==> src/rtl/hci_core_load_resp_buffer_pkg.sv <==
// Shared HCI types and defaults for the load response buffer.
// Latency: n/a (types and constants only).
// Backpressure: n/a.
package hci_package;

  localparam int unsigned DEFAULT_DW = 32;
  localparam int unsigned DEFAULT_AW = 32;
  localparam int unsigned DEFAULT_UW = 1;
  // Byte-offset field carried alongside each TCDM request.
  localparam int unsigned BOFFS_W    = 16;

  // cnt is wide enough for the largest legal DEPTH (64).
  typedef struct packed {
    logic [6:0] cnt;
    logic       full;
    logic       empty;
  } hci_core_load_resp_buffer_flags_t;

endpackage

==> src/rtl/hci_core_load_resp_buffer_fifo.sv <==
// Generic circular FIFO holding returned load words.
// Latency: a word pushed in cycle t is presented on pop_data with pop_valid in t+1.
// Backpressure: pop side is valid/ready; push_ready drops when all FIFO_DEPTH slots are used.
// Ports: clk_i/rst_ni/clear_i; push_valid/push_ready/push_data in; pop_valid/pop_ready/pop_data out;
//        occupancy = number of stored words.
module hwpe_stream_fifo #(
  parameter  int unsigned DATA_WIDTH = 32,
  parameter  int unsigned FIFO_DEPTH = 4,
  localparam int unsigned CW         = $clog2(FIFO_DEPTH + 1)
) (
  input  logic                  clk_i,
  input  logic                  rst_ni,
  input  logic                  clear_i,
  input  logic                  push_valid,
  output logic                  push_ready,
  input  logic [DATA_WIDTH-1:0] push_data,
  output logic                  pop_valid,
  input  logic                  pop_ready,
  output logic [DATA_WIDTH-1:0] pop_data,
  output logic [CW-1:0]         occupancy
);

  localparam int unsigned PW = $clog2(FIFO_DEPTH);

  logic [DATA_WIDTH-1:0] mem_q [FIFO_DEPTH];
  logic [PW-1:0]         wr_ptr_q, rd_ptr_q;
  logic [CW-1:0]         occ_q;
  logic                  do_push, do_pop;

  // Depth need not be a power of two, so pointers wrap explicitly.
  function automatic logic [PW-1:0] ptr_inc(input logic [PW-1:0] p);
    return (p == PW'(FIFO_DEPTH - 1)) ? '0 : p + PW'(1);
  endfunction

  assign push_ready = (occ_q != CW'(FIFO_DEPTH));
  assign pop_valid  = (occ_q != '0);
  assign pop_data   = mem_q[rd_ptr_q];
  assign occupancy  = occ_q;
  assign do_push    = push_valid & push_ready;
  assign do_pop     = pop_valid & pop_ready;

  always_ff @(posedge clk_i or negedge rst_ni) begin
    if (!rst_ni) begin
      wr_ptr_q <= '0;
      rd_ptr_q <= '0;
      occ_q    <= '0;
    end else if (clear_i) begin
      wr_ptr_q <= '0;
      rd_ptr_q <= '0;
      occ_q    <= '0;
    end else begin
      if (do_push) wr_ptr_q <= ptr_inc(wr_ptr_q);
      if (do_pop)  rd_ptr_q <= ptr_inc(rd_ptr_q);
      if (do_push && !do_pop)      occ_q <= occ_q + CW'(1);
      else if (!do_push && do_pop) occ_q <= occ_q - CW'(1);
    end
  end

  // Storage needs no reset: a slot is only observable once occupancy covers it.
  always_ff @(posedge clk_i) begin
    if (do_push) mem_q[wr_ptr_q] <= push_data;
  end

endmodule

==> src/rtl/hci_core_load_resp_buffer.sv <==
// Credit-gated load path: forwards load requests and buffers returned data as a stream.
// Latency: requests pass combinationally; a returned word appears on resp one cycle after r_valid.
// Backpressure: resp is valid/ready; requests are held off (req/gnt masked) while DEPTH loads are unpopped.
// Ports: clk_i, rst_ni (async, active-low), clear_i (sync); tcdm_slave_* from the source engine;
//        tcdm_master_* to the load channel; resp_* buffered data stream; flags_o occupancy/full/empty.
module hci_core_load_resp_buffer
  import hci_package::*;
#(
  parameter int unsigned DW    = DEFAULT_DW,
  parameter int unsigned AW    = DEFAULT_AW,
  parameter int unsigned UW    = DEFAULT_UW,
  // Max outstanding plus buffered loads, 2..64.
  parameter int unsigned DEPTH = 4
) (
  input  logic                             clk_i,
  input  logic                             rst_ni,
  input  logic                             clear_i,
  // source engine side
  input  logic                             tcdm_slave_req,
  output logic                             tcdm_slave_gnt,
  input  logic [AW-1:0]                    tcdm_slave_add,
  input  logic                             tcdm_slave_wen,
  input  logic [DW-1:0]                    tcdm_slave_data,
  input  logic [DW/8-1:0]                  tcdm_slave_be,
  input  logic [BOFFS_W-1:0]               tcdm_slave_boffs,
  input  logic [UW-1:0]                    tcdm_slave_user,
  output logic [DW-1:0]                    tcdm_slave_r_data,
  output logic                             tcdm_slave_r_valid,
  output logic                             tcdm_slave_r_opc,
  output logic [UW-1:0]                    tcdm_slave_r_user,
  input  logic                             tcdm_slave_lrdy,
  // load channel side
  output logic                             tcdm_master_req,
  input  logic                             tcdm_master_gnt,
  output logic [AW-1:0]                    tcdm_master_add,
  output logic                             tcdm_master_wen,
  output logic [DW-1:0]                    tcdm_master_data,
  output logic [DW/8-1:0]                  tcdm_master_be,
  output logic [BOFFS_W-1:0]               tcdm_master_boffs,
  output logic [UW-1:0]                    tcdm_master_user,
  input  logic [DW-1:0]                    tcdm_master_r_data,
  input  logic                             tcdm_master_r_valid,
  input  logic                             tcdm_master_r_opc,
  input  logic [UW-1:0]                    tcdm_master_r_user,
  output logic                             tcdm_master_lrdy,
  // buffered data stream
  output logic                             resp_valid,
  input  logic                             resp_ready,
  output logic [DW-1:0]                    resp_data,
  output logic [DW/8-1:0]                  resp_strb,
  output hci_core_load_resp_buffer_flags_t flags_o
);

  localparam int unsigned CW = $clog2(DEPTH + 1);

  logic [CW-1:0] cnt_q, cnt_d, fifo_cnt;
  logic          full, empty, grant, pop, fifo_push_ready;

  // Credits: every granted load owns a FIFO slot until its data is popped,
  // so the FIFO can never overflow regardless of resp_ready.
  assign full  = (cnt_q == CW'(DEPTH));
  assign empty = (cnt_q == '0);
  assign grant = tcdm_master_req & tcdm_master_gnt;
  assign pop   = resp_valid & resp_ready;

  assign tcdm_master_req   = tcdm_slave_req & ~full;
  assign tcdm_slave_gnt    = tcdm_master_gnt & ~full;
  assign tcdm_master_add   = tcdm_slave_add;
  assign tcdm_master_be    = tcdm_slave_be;
  assign tcdm_master_boffs = tcdm_slave_boffs;
  assign tcdm_master_user  = tcdm_slave_user;
  assign tcdm_master_wen   = 1'b1;
  assign tcdm_master_data  = '0;
  assign tcdm_master_lrdy  = 1'b1;

  // Data goes out on resp, never back on the slave response channel.
  assign tcdm_slave_r_valid = 1'b0;
  assign tcdm_slave_r_data  = '0;
  assign tcdm_slave_r_opc   = 1'b0;
  assign tcdm_slave_r_user  = '0;

  assign resp_strb = '1;

  always_comb begin
    cnt_d = cnt_q;
    if (grant && !pop)      cnt_d = cnt_q + CW'(1);
    else if (!grant && pop) cnt_d = cnt_q - CW'(1);
  end

  always_ff @(posedge clk_i or negedge rst_ni) begin
    if (!rst_ni)      cnt_q <= '0;
    else if (clear_i) cnt_q <= '0;
    else              cnt_q <= cnt_d;
  end

  hwpe_stream_fifo #(
    .DATA_WIDTH (DW),
    .FIFO_DEPTH (DEPTH)
  ) i_fifo (
    .clk_i      (clk_i),
    .rst_ni     (rst_ni),
    .clear_i    (clear_i),
    .push_valid (tcdm_master_r_valid),
    .push_ready (fifo_push_ready),
    .push_data  (tcdm_master_r_data),
    .pop_valid  (resp_valid),
    .pop_ready  (resp_ready),
    .pop_data   (resp_data),
    .occupancy  (fifo_cnt)
  );

  always_comb begin
    flags_o       = '0;
    flags_o.cnt   = 7'(cnt_q);
    flags_o.full  = full;
    flags_o.empty = empty;
  end

  // Write-side and opcode fields of the interfaces carry nothing for a load-only path.
  logic unused_inputs;
  assign unused_inputs = ^{tcdm_slave_wen, tcdm_slave_data, tcdm_slave_lrdy,
                           tcdm_master_r_opc, tcdm_master_r_user, fifo_push_ready};

  // A response with no free slot means the credit gating was bypassed.
  a_no_overflow : assert property (@(posedge clk_i) disable iff (!rst_ni)
    tcdm_master_r_valid |-> fifo_push_ready);

  // Clearing with loads still in flight would let their data land after the clear.
  a_clear_idle : assert property (@(posedge clk_i) disable iff (!rst_ni)
    clear_i |-> (cnt_q == fifo_cnt));

endmodule
==> config.mk <==
export PLATFORM = sky130hd
export DESIGN_NAME = hci_core_load_resp_buffer
export DESIGN_NICKNAME = d
export VERILOG_FILES = /design/src/rtl/hci_core_load_resp_buffer_pkg.sv /design/src/rtl/hci_core_load_resp_buffer_fifo.sv /design/src/rtl/hci_core_load_resp_buffer.sv
export SDC_FILE = /design/constraint.sdc
export NUM_CORES = 1
export LEC_CHECK = 0
export CAP_MARGIN = 15
export CELL_PAD_IN_SITES_DETAIL_PLACEMENT = 0
export CELL_PAD_IN_SITES_GLOBAL_PLACEMENT = 1
export CORE_MARGIN = 4
export CORE_UTILIZATION = 35
export DETAILED_ROUTE_END_ITERATION = 10
export GPL_ROUTABILITY_DRIVEN = 0
export GPL_TIMING_DRIVEN = 0
export PLACE_DENSITY = 0.95
export SLEW_MARGIN = 20
export SYNTH_ARGS = -nofsm -noshare
export SYNTH_HDL_FRONTEND = slang
export SYNTH_SLANG_ARGS = --single-unit
==> constraint.sdc <==
create_clock -name clk_i -period 4.4 [get_ports clk_i]
set_input_delay 0.44 -clock clk_i [delete_from_list [all_inputs] [get_ports clk_i]]
set_output_delay 0.44 -clock clk_i [all_outputs]
set_load 0.02 [all_outputs]
# Word level (Yosys, flattened, before mapping)
# Memory sizes are Yosys's and may differ from the RTL's.
# Index checks and enable logic that the tools add are counted.
# Widths: inputs -> output; s select.
[totals]
reg_bits = 10
memories = 1
ramBits = 128
wordCells = 48
[mem_list]
columns = ["name", "depth", "word_bits", "read_ports", "rd_ports_with_merged_regs", "wr", "line_no", "rtl"]
rows = [
  ["i_fifo.mem_q", 4, 32, 1, 0, 1, "hci_core_load_resp_buffer_fifo.sv:25", "logic [DATA_WIDTH-1:0] mem_q [FIFO_DEPTH];"],
]
[classes]
muxes = 14
n_eq_ne = 4
addsub = 6
bitwise = 6
reduce_logical = 13
[op_table]
columns = ["op", "count"]
rows = [
  ["$mux 3", 6],
  ["$mux 2", 6],
  ["$reduce_bool 3->1", 3],
  ["$add 3x1->3 const B", 2],
  ["$sub 3x1->3 const B", 2],
  ["$and 1x1->1", 5],
  ["$add 2x1->2 const B", 2],
  ["$eq 2x2->1 const B", 2],
  ["$logic_and 1x1->1", 4],
  ["$reduce_bool 2->1", 2],
  ["$eq 3x3->1 const B", 1],
  ["$logic_not 1->1", 3],
  ["$logic_not 3->1", 1],
  ["$ne 3x3->1 const B", 1],
  ["$mux 1", 2],
  ["$not 1->1", 1],
]

# Depth between registers and ports, before layout
# Gate-level depths: netlist of the first run.
[depth]
ltp_word = 9
depth_mapped = 9

# By module
# From an unflattened synthesis of the first run, not the netlist that was laid out.
[hier_totals]
hier_cells = 392
hier_area_um2 = 6439.9
[modules_own_cells]
columns = ["module", "area_per_inst_um2", "instances", "cells_each", "seq_area_each_um2"]
rows = [
  ["hwpe_stream_fifo", 5177.5, 1, 229, 4018.9],
  ["hci_core_load_resp_buffer", 1262.5, 1, 163, 75.1],
]

# Least setup slack after synthesis of the first run
# OpenSTA, ideal clock, no wires.
[synth_path]
path_type = "reg2reg"
startpoint = "register i_fifo.occ_q[2], in the netlist i_fifo.occupancy[2]"
endpoint = "register i_fifo.occ_q[2], in the netlist i_fifo.occupancy[2]"
n_path_buf = 1
arrival_time_ns = 1.902
synth_period_minus_slack_ns = 2.028
slack_ns = 2.372
stages_incl_launch_ff = 10
setup_ns = 0.125
path_cell_list = "dfrtp_1 > buf_6 > or3_4 > nand2_1 > and2_2 > fa_1 > nor2_1 > mux2i_1 > o22ai_1 > a2111oi_0"
[synth_between]
elab_chain_len = 6
word_cells_on_any_way = 14
[synth_lines]
columns = ["element", "line_no", "rtl"]
rows = [
  ["start: declaration", "hci_core_load_resp_buffer_fifo.sv:27", "logic [CW-1:0] occ_q;"],
  ["start signal: assignment", "hci_core_load_resp_buffer_fifo.sv:54", "if (do_push && !do_pop) occ_q <= occ_q + CW'(1);"],
  ["start signal: assignment", "hci_core_load_resp_buffer_fifo.sv:55", "else if (!do_push && do_pop) occ_q <= occ_q - CW'(1);"],
  ["$reduce_bool 3->1 *", "hci_core_load_resp_buffer_fifo.sv:36", "assign pop_valid = (occ_q != '0);"],
  ["named net resp_valid", "hci_core_load_resp_buffer.sv:47", "output logic resp_valid,"],
  ["$and 1x1->1 *", "hci_core_load_resp_buffer_fifo.sv:40", "assign do_pop = pop_valid & pop_ready;"],
  ["$logic_not 1->1", "hci_core_load_resp_buffer_fifo.sv:54", ""],
  ["$logic_and 1x1->1", "hci_core_load_resp_buffer_fifo.sv:54", ""],
  ["$mux 3", "hci_core_load_resp_buffer_fifo.sv:54", ""],
  ["$mux 3", "hci_core_load_resp_buffer_fifo.sv:47", "end else if (clear_i) begin"],
]
# Mark *: on every way through the listed nets, which the timed path passes. The rest lies on a longest branch. The select of a mux whose other input is x is not followed.
# A chain may end at the register's enable or synchronous reset.

# Worst setup path in the final report of the first run
[layout_path]
startpoint = "register i_fifo.rd_ptr_q[1]"
endpoint = "output port resp_data[9]"
[layout_between]
elab_chain_len = 1
[layout_lines]
columns = ["element", "line_no", "rtl"]
rows = [
  ["start: declaration", "hci_core_load_resp_buffer_fifo.sv:26", "logic [PW-1:0] wr_ptr_q, rd_ptr_q;"],
  ["start signal: assignment", "hci_core_load_resp_buffer_fifo.sv:53", "if (do_pop) rd_ptr_q <= ptr_inc(rd_ptr_q);"],
  ["$mem_v2 4x32", "n/a", ""],
  ["end: declaration", "hci_core_load_resp_buffer.sv:49", "output logic [DW-1:0] resp_data,"],
]
# No other way between the ends.

==> impl_results.md, run 1 <==
- Final clock skew: 6.53 ps
- Num rows: 49
- Final ANT Viol Nets: 0
- Synth Area per Inst: 16.6 um^2
- Initial antenna violation count: 0
- Detailed Routing Iterations Pass 1: 4
- Sequential area share after synthesis: 64.3%
- Final hold vios: 0
- Worst-path fanout max: 10
- Gr ovfl total: 0
- Via count: 3481
- Number of max-cap violations: 0
- CTS tree: built
- Setup crit end kind: output pin
- F_max: 331 MHz
- Critical path's slowest cell: clkdlybuf4s50_1
- Initial Utilization: 35.6%
- Pins Over Slew Limit: 0
- # DRC: 0
- Final setup vio count: 0
- CP peak stage delay: 590 ps
- Power Total: 4.51 mW
- Slew @ Worst Pin: 929 ps
- Die H: 143 um
- Flops & latches, synth: 138
- Netlist cell types: 28
- Vias/cell: 4.09
- CP Cell Sequence: clkbuf_1 -> clkbuf_1 -> mux4_2 -> clkdlybuf4s50_1
- Vias in the first global route: 3407
- Maximum clock path buffer count: 2
- Status: finished, final reports clean
- Hold Path Class: input port to asynchronous set/reset pin
- Main area contributors after synthesis: edfxtp_1 (60%), buf_4 (16%), mux4_2 (11%)
- Yosys Warn Count: 0
- Hpwl dp: 8950 um
- Clock Latency Late Sink: 410 ps
- Critical path class: register to output pin
- Mapped cell area: 0.00637 mm^2
- Core Area: 0.0179 mm^2
- Total leakage power: 3.46 nW
- Clk root buf: clkbuf_16
- Hold_buf cts: 0
- Total Routing Usage GR: 12.1%
- RSZ-0062 raised after global routing: false
- Antenna cell count: 0
- Initial DRC count: 127
- Slew HR: 38.1%
- Num Clock Sinks: 138
- Largest area contributor in the netlist: edfxtp_1
- Pin count of the biggest net entering global routing: 33
- Worst Path Arrival: 2580 ps
- Most frequent cells in the layout: buf_4 (132), clkdlybuf4s50_1 (131), edfxtp_1 (128)
- Routed WL: 12700 um
- Total CTS buffers: 17
- I/O pins: 298
- Fraction of layout cells with a size suffix above 1: 33.9%
- Final Cycle Share: 68.7%
- Cell mode on critical path: clkbuf_1
- First-pass GRT wire length: 18500 um
- Post_cts resized: 0
- Die X: 143 um
- Area growth, synth to finish: 39.1%
- Share of the synthesized area in the top cell type: 60.4%
- Mapped Cells: 384
- Fillers: 1533
- Layout Nets: 744
- Die Area: 0.0204 mm^2
- PD cells: 509 mW/mm^2
- Commonest non-fill, non-tap cell in the layout: buf_4
- Maximum vdd drop: 293 uV
- Postcts setup bufs: 0
- Number of I/O port buffers: 131
- Setup tns final: 0 ps
- CTS H-tree lvls: 4
- Wirelength per Cell: 14.9 um
- Startpoint Class: register
- Clk slew on worst S/H paths: 60 ps
- Tmin final: 3020 ps
- CP required: 3960 ps
[per-layer routing]
layer / GRT usage [%] / wire [um]
met1: 14.0 / 4580
met2: 20.7 / 6820
met3: 4.69 / 1110
met4: 3.75 / 143
met5: 0 / 0
[critical path, delay by kind of cell, from the launching register on]
family / cells / cell delay (ps)
buffers and inverters: 3 / 1430
muxes: 1 / 400
DFF: 1 / 340
[worst paths after layout]
check / startpoint / depth (start not counted) / endpoint / slack [ps]
worst min-delay path: rst_ni / 1 / i_fifo.wr_ptr_q[1] / 360
worst max register to register: i_fifo.occupancy[0] / 8 / i_fifo.occupancy[2] / 2230
max in group asynchronous: rst_ni / 1 / i_fifo.rd_ptr_q[1] / 3710
worst min register to register: i_fifo.wr_ptr_q[1] / 2 / i_fifo.wr_ptr_q[1] / 590
worst max-delay path: i_fifo.rd_ptr_q[1] / 4 / resp_data[9] / 1380
min in group clk_i: i_fifo.wr_ptr_q[1] / 2 / i_fifo.wr_ptr_q[1] / 590
[where the power goes]
part	internal [mW]	switching [mW]	total [mW]	leakage, nW
Combinational	0.702	0.700	1.40	1.87
Sequential	1.59	0.0569	1.65	1.31
Clock	0.943	0.512	1.45	0.294
Total	3.24	1.27	4.51	3.46
[stage by stage]
| step | cell area (um^2) | instances | setup WS [ps] | utilization, % | hold WS, ps |
|---|---|---|---|---|---|
| after global placement | 8250 | 819 | 1710 | 46.1 | 577 |
| after floorplan | 6650 | 459 | 2370 | - | 144 |
| after CTS | 8850 | 851 | 1250 | 49.5 | 359 |
| final | 8850 | 851 | 1380 | 49.5 | 359 |
| after global routing | 8850 | 851 | 1190 | 49.5 | 385 |
| after detailed placement | 8250 | 819 | 1710 | 46.1 | 587 |
[layout make-up]
type                            instances  area [um^2]  share of cell area, %
Multi-Input combinational cell        172         1490                   16.8
Clock inverter                         13          175                   1.98
Tap cell                              229          287                   3.24
Timing Repair Buffer                  131         1310                   14.8
Clock buffer                           19          433                   4.89
Sequential cell                       138         4090                   46.2
Inverter                                7         26.3                  0.297
Buffer                                142         1040                   11.8
[state kept, by name (all words and copies together) (netlist names)]
| register | count |
|---|---|
| i_fifo.mem_q | 128 |
| cnt_q | 3 |
| i_fifo.occupancy | 3 |
| i_fifo.rd_ptr_q | 2 |
| i_fifo.wr_ptr_q | 2 |
[cells by family after synthesis]
group | synth area share, %
AO/OA/AOI/OAI | 0.983
AND/OR/NAND/NOR | 3.12
multiplexers | 12.7
other | 0.118
adder cells (fa/ha/maj) | 1.61
buffers and inverters | 16.8
flip-flops | 64.3
XOR/XNOR | 0.413
[cells in the mapped netlist]
master	instances
a2111oi_0	1
a21boi_4	1
a21oi_1	2
a2bb2oi_1	1
and2_2	5
buf_2	5
buf_4	132
buf_6	1
clkbuf_1	4
conb_1	2
dfrtp_1	10
edfxtp_1	128
fa_1	2
ha_1	5
inv_1	7
mux2_2	5
mux2i_1	3
mux4_2	32
nand2_1	7
nor2_1	16
nor2b_1	3
nor3_1	4
nor3b_4	1
o22ai_1	1
o31a_2	1
or3_1	1
or3_4	1
xnor2_1	3
(Power assumes the default switching activity.)
==> inputs of run 2 (changes only) <==
CORE_UTILIZATION = 30   (was 35)
PLACE_DENSITY = 0.88   (was 0.95)
clock period = 2.5 ns   (was 4.4 ns; I/O delays follow)
==> impl_results.md, run 2 (synthesis results as in run 1) <==
- Setup crit end kind: output pin
- Most frequent cells in the layout: buf_4 (134), edfxtp_1 (128), clkdlybuf4s50_1 (103)
- Num rows: 53 (+8.2%)
- Clk slew on worst S/H paths: 60 ps (about the same)
- Initial antenna violation count: 0 (unchanged)
- Vias in the first global route: 3477 (+2.1%)
- Worst path top cell family by delay: buffers and inverters
- Antenna cell count: 0 (unchanged)
- F_max: 422 MHz
- RR Startpoint: i_fifo.occupancy[0]
- Maximum vdd drop: 429 uV (+47%)
- Detailed Routing Iterations Pass 1: 6 (+2)
- # DRC: 0 (unchanged)
- Startpoint Class: register
- RSZ-0062 raised after global routing: false
- CP Cell Sequence: buf_4 -> mux4_2 -> clkdlybuf4s50_1
- Worst-path fanout max: 7 (-3)
- Final Cycle Share: 94.8%
- Final setup vio count: 0 (unchanged)
- Die X: 154 um (+7.6%)
- CP required: 2250 ps (-1710 ps)
- Slew HR: 34.7% (-3.4 points)
- Flop-to-flop setup slack: 300 ps (-1930 ps)
- CP endpoint: resp_data[26]
- Clock Latency Late Sink: 410 ps (about the same)
- Setup ws final: 131 ps (-1250 ps)
- First-pass GRT wire length: 19500 um (+5.0%)
- CP bufs+invs: 2 (-1)
- Die H: 154 um (+7.6%)
- Hold_buf cts: 0 (unchanged)
- Routed WL: 12900 um (+2.1%)
- Slew @ Worst Pin: 980 ps (+51.3 ps)
- Critical path's slowest cell: clkdlybuf4s50_1
- Tmin final: 2370 ps
- Hpwl dp: 8910 um (-0.45%)
- Wirelength per Cell: 14.4 um (-3.0%)
- Via count: 3465 (-0.46%)
- Initial DRC count: 86 (-32%)
- Number of I/O port buffers: 131 (unchanged)
- Worst Path Arrival: 2120 ps (-460 ps)
- Setup crit start: i_fifo.rd_ptr_q[0]
- Die Area: 0.0236 mm^2 (+16%)
- Final clock skew: 8.15 ps (+1.62 ps)
- Gr ovfl total: 0 (unchanged)
- Cell count along the critical path: 3 (-1)
- Initial Utilization: 30.4% (-5.2 points)
- Final hold vios: 0 (unchanged)
- Pins Over Slew Limit: 0 (unchanged)
- PD cells: 896 mW/mm^2 (+76%)
- Critical path class: register to output pin
- CTS H-tree lvls: 4 (unchanged)
- Fraction of layout cells with a size suffix above 1: 34.9% (+1.0 points)
- Clk root buf: clkbuf_16
- Area growth, synth to finish: 40.7%
- CP peak stage delay: 600 ps (about the same)
- Core Util, Final: 42.7% (-6.7 points)
- Commonest non-fill, non-tap cell in the layout: buf_4
- Layout Nets: 743 (-0.13%)
- Largest register FFs: 128 (unchanged)
- Total CTS buffers: 17 (unchanged)
- Maximum clock path buffer count: 2 (unchanged)
- Total Routing Usage GR: 10.7% (-1.3 points)
- Pin count of the biggest net entering global routing: 33 (unchanged)
- Hold Path Class: input port to asynchronous set/reset pin
- Number of max-cap violations: 0 (unchanged)
- Core Area: 0.0210 mm^2 (+17%)
- Reg2reg end: i_fifo.occupancy[2]
- Num Clock Sinks: 138 (unchanged)
- Pre-CTS worst setup slack: -87.6 ps (-1800 ps)
- I/O pins: 298 (unchanged)
- Biggest register: i_fifo.mem_q
- Final ANT Viol Nets: 0 (unchanged)
- CTS tree: built
- Status: finished, final reports clean
- FF-to-FF path depth: 8 (unchanged)
- Total leakage power: 3.53 nW (+1.8%)
- Vias/cell: 3.87 (-5.5%)
-- run 2: changes by cell type in the layout (fill, tap and decap cells not counted), sizes merged --
cell           change
bufinv             +1
clkbuf             -2
clkdlybuf4s50     -28
clkinv             -1
clkinvlp           +1
dlygate4sd2       +28
-- run 2: worst min path at each step --
stage                  startpoint                   to  slack [ps]  cells after the start
3_3_place_gp   i_fifo.wr_ptr_q[1]   i_fifo.wr_ptr_q[1]         570                      2
6_report                   rst_ni   i_fifo.wr_ptr_q[0]         180                      1
5_1_grt                    rst_ni   i_fifo.rd_ptr_q[0]         200                      1
2_1_floorplan              rst_ni             cnt_q[0]         -50                      0
3_5_place_dp   i_fifo.wr_ptr_q[1]   i_fifo.wr_ptr_q[1]         580                      2
4_1_cts                    rst_ni  i_fifo.occupancy[1]         170                      1
-- run 2: repair_timing --
action / 4_1_cts / 5_1_grt
setup endpoints to repair: 29 / 1
setup buffers: 0 / 0
resized for setup: 42 / 1
-- run 2: worst register-to-register path, cell delays in order, from the launching register on --
cell       delay [ps]
dfrtp_1           440
or3_4             420
nand2_1           180
and2_2            180
fa_1              200
nor2_1             50
mux2i_1           140
o22ai_1            80
a2111oi_0         390
-- run 2: stage by stage --
step | TNS [ps] | cells | power, mW | area [um^2] | hold slack (ps)
floorplan | 0 | 459 | 4.52 | 6650 | -45.6
global placement | -1310 | 865 | 5.44 | 8300 | 571
detailed placement | -1090 | 865 | 5.48 | 8300 | 584
CTS | 0 | 896 | 8.18 | 8950 | 167
global route | 0 | 896 | 8.45 | 8960 | 202
finish | 0 | 896 | 8.02 | 8960 | 183
-- run 2: area by class of cell --
| type | count | area, um^2 |
|---|---|---|
| Fill cell | 1920 | 12000 |
| Sequential cell | 138 | 4100 |
| Multi-Input combinational cell | 172 | 1490 |
| Timing Repair Buffer | 131 | 1280 |
| Buffer | 141 | 1080 |
| Clock buffer | 18 | 429 |
| Tap cell | 275 | 344 |
| Clock inverter | 14 | 221 |
| Inverter | 7 | 26.3 |
-- run 2: report_power, final --
| group | internal, mW | leakage [nW] | switching [mW] |
|---|---|---|---|
| combinational | 1.15 | 1.91 | 1.23 |
| sequential | 2.80 | 1.30 | 0.106 |
| clock | 1.78 | 0.308 | 0.956 |
-- run 2: metal layers --
layer	track usage, %	share of wire (%)	wire [um]	up-vias
met2	18.4	52	6720	144
met3	3.55	7.9	1030	11
met1	12.6	39	5020	1662
li1	-	-	-	1648
met5	0	0	0	-
met4	3.87	1.2	161	0
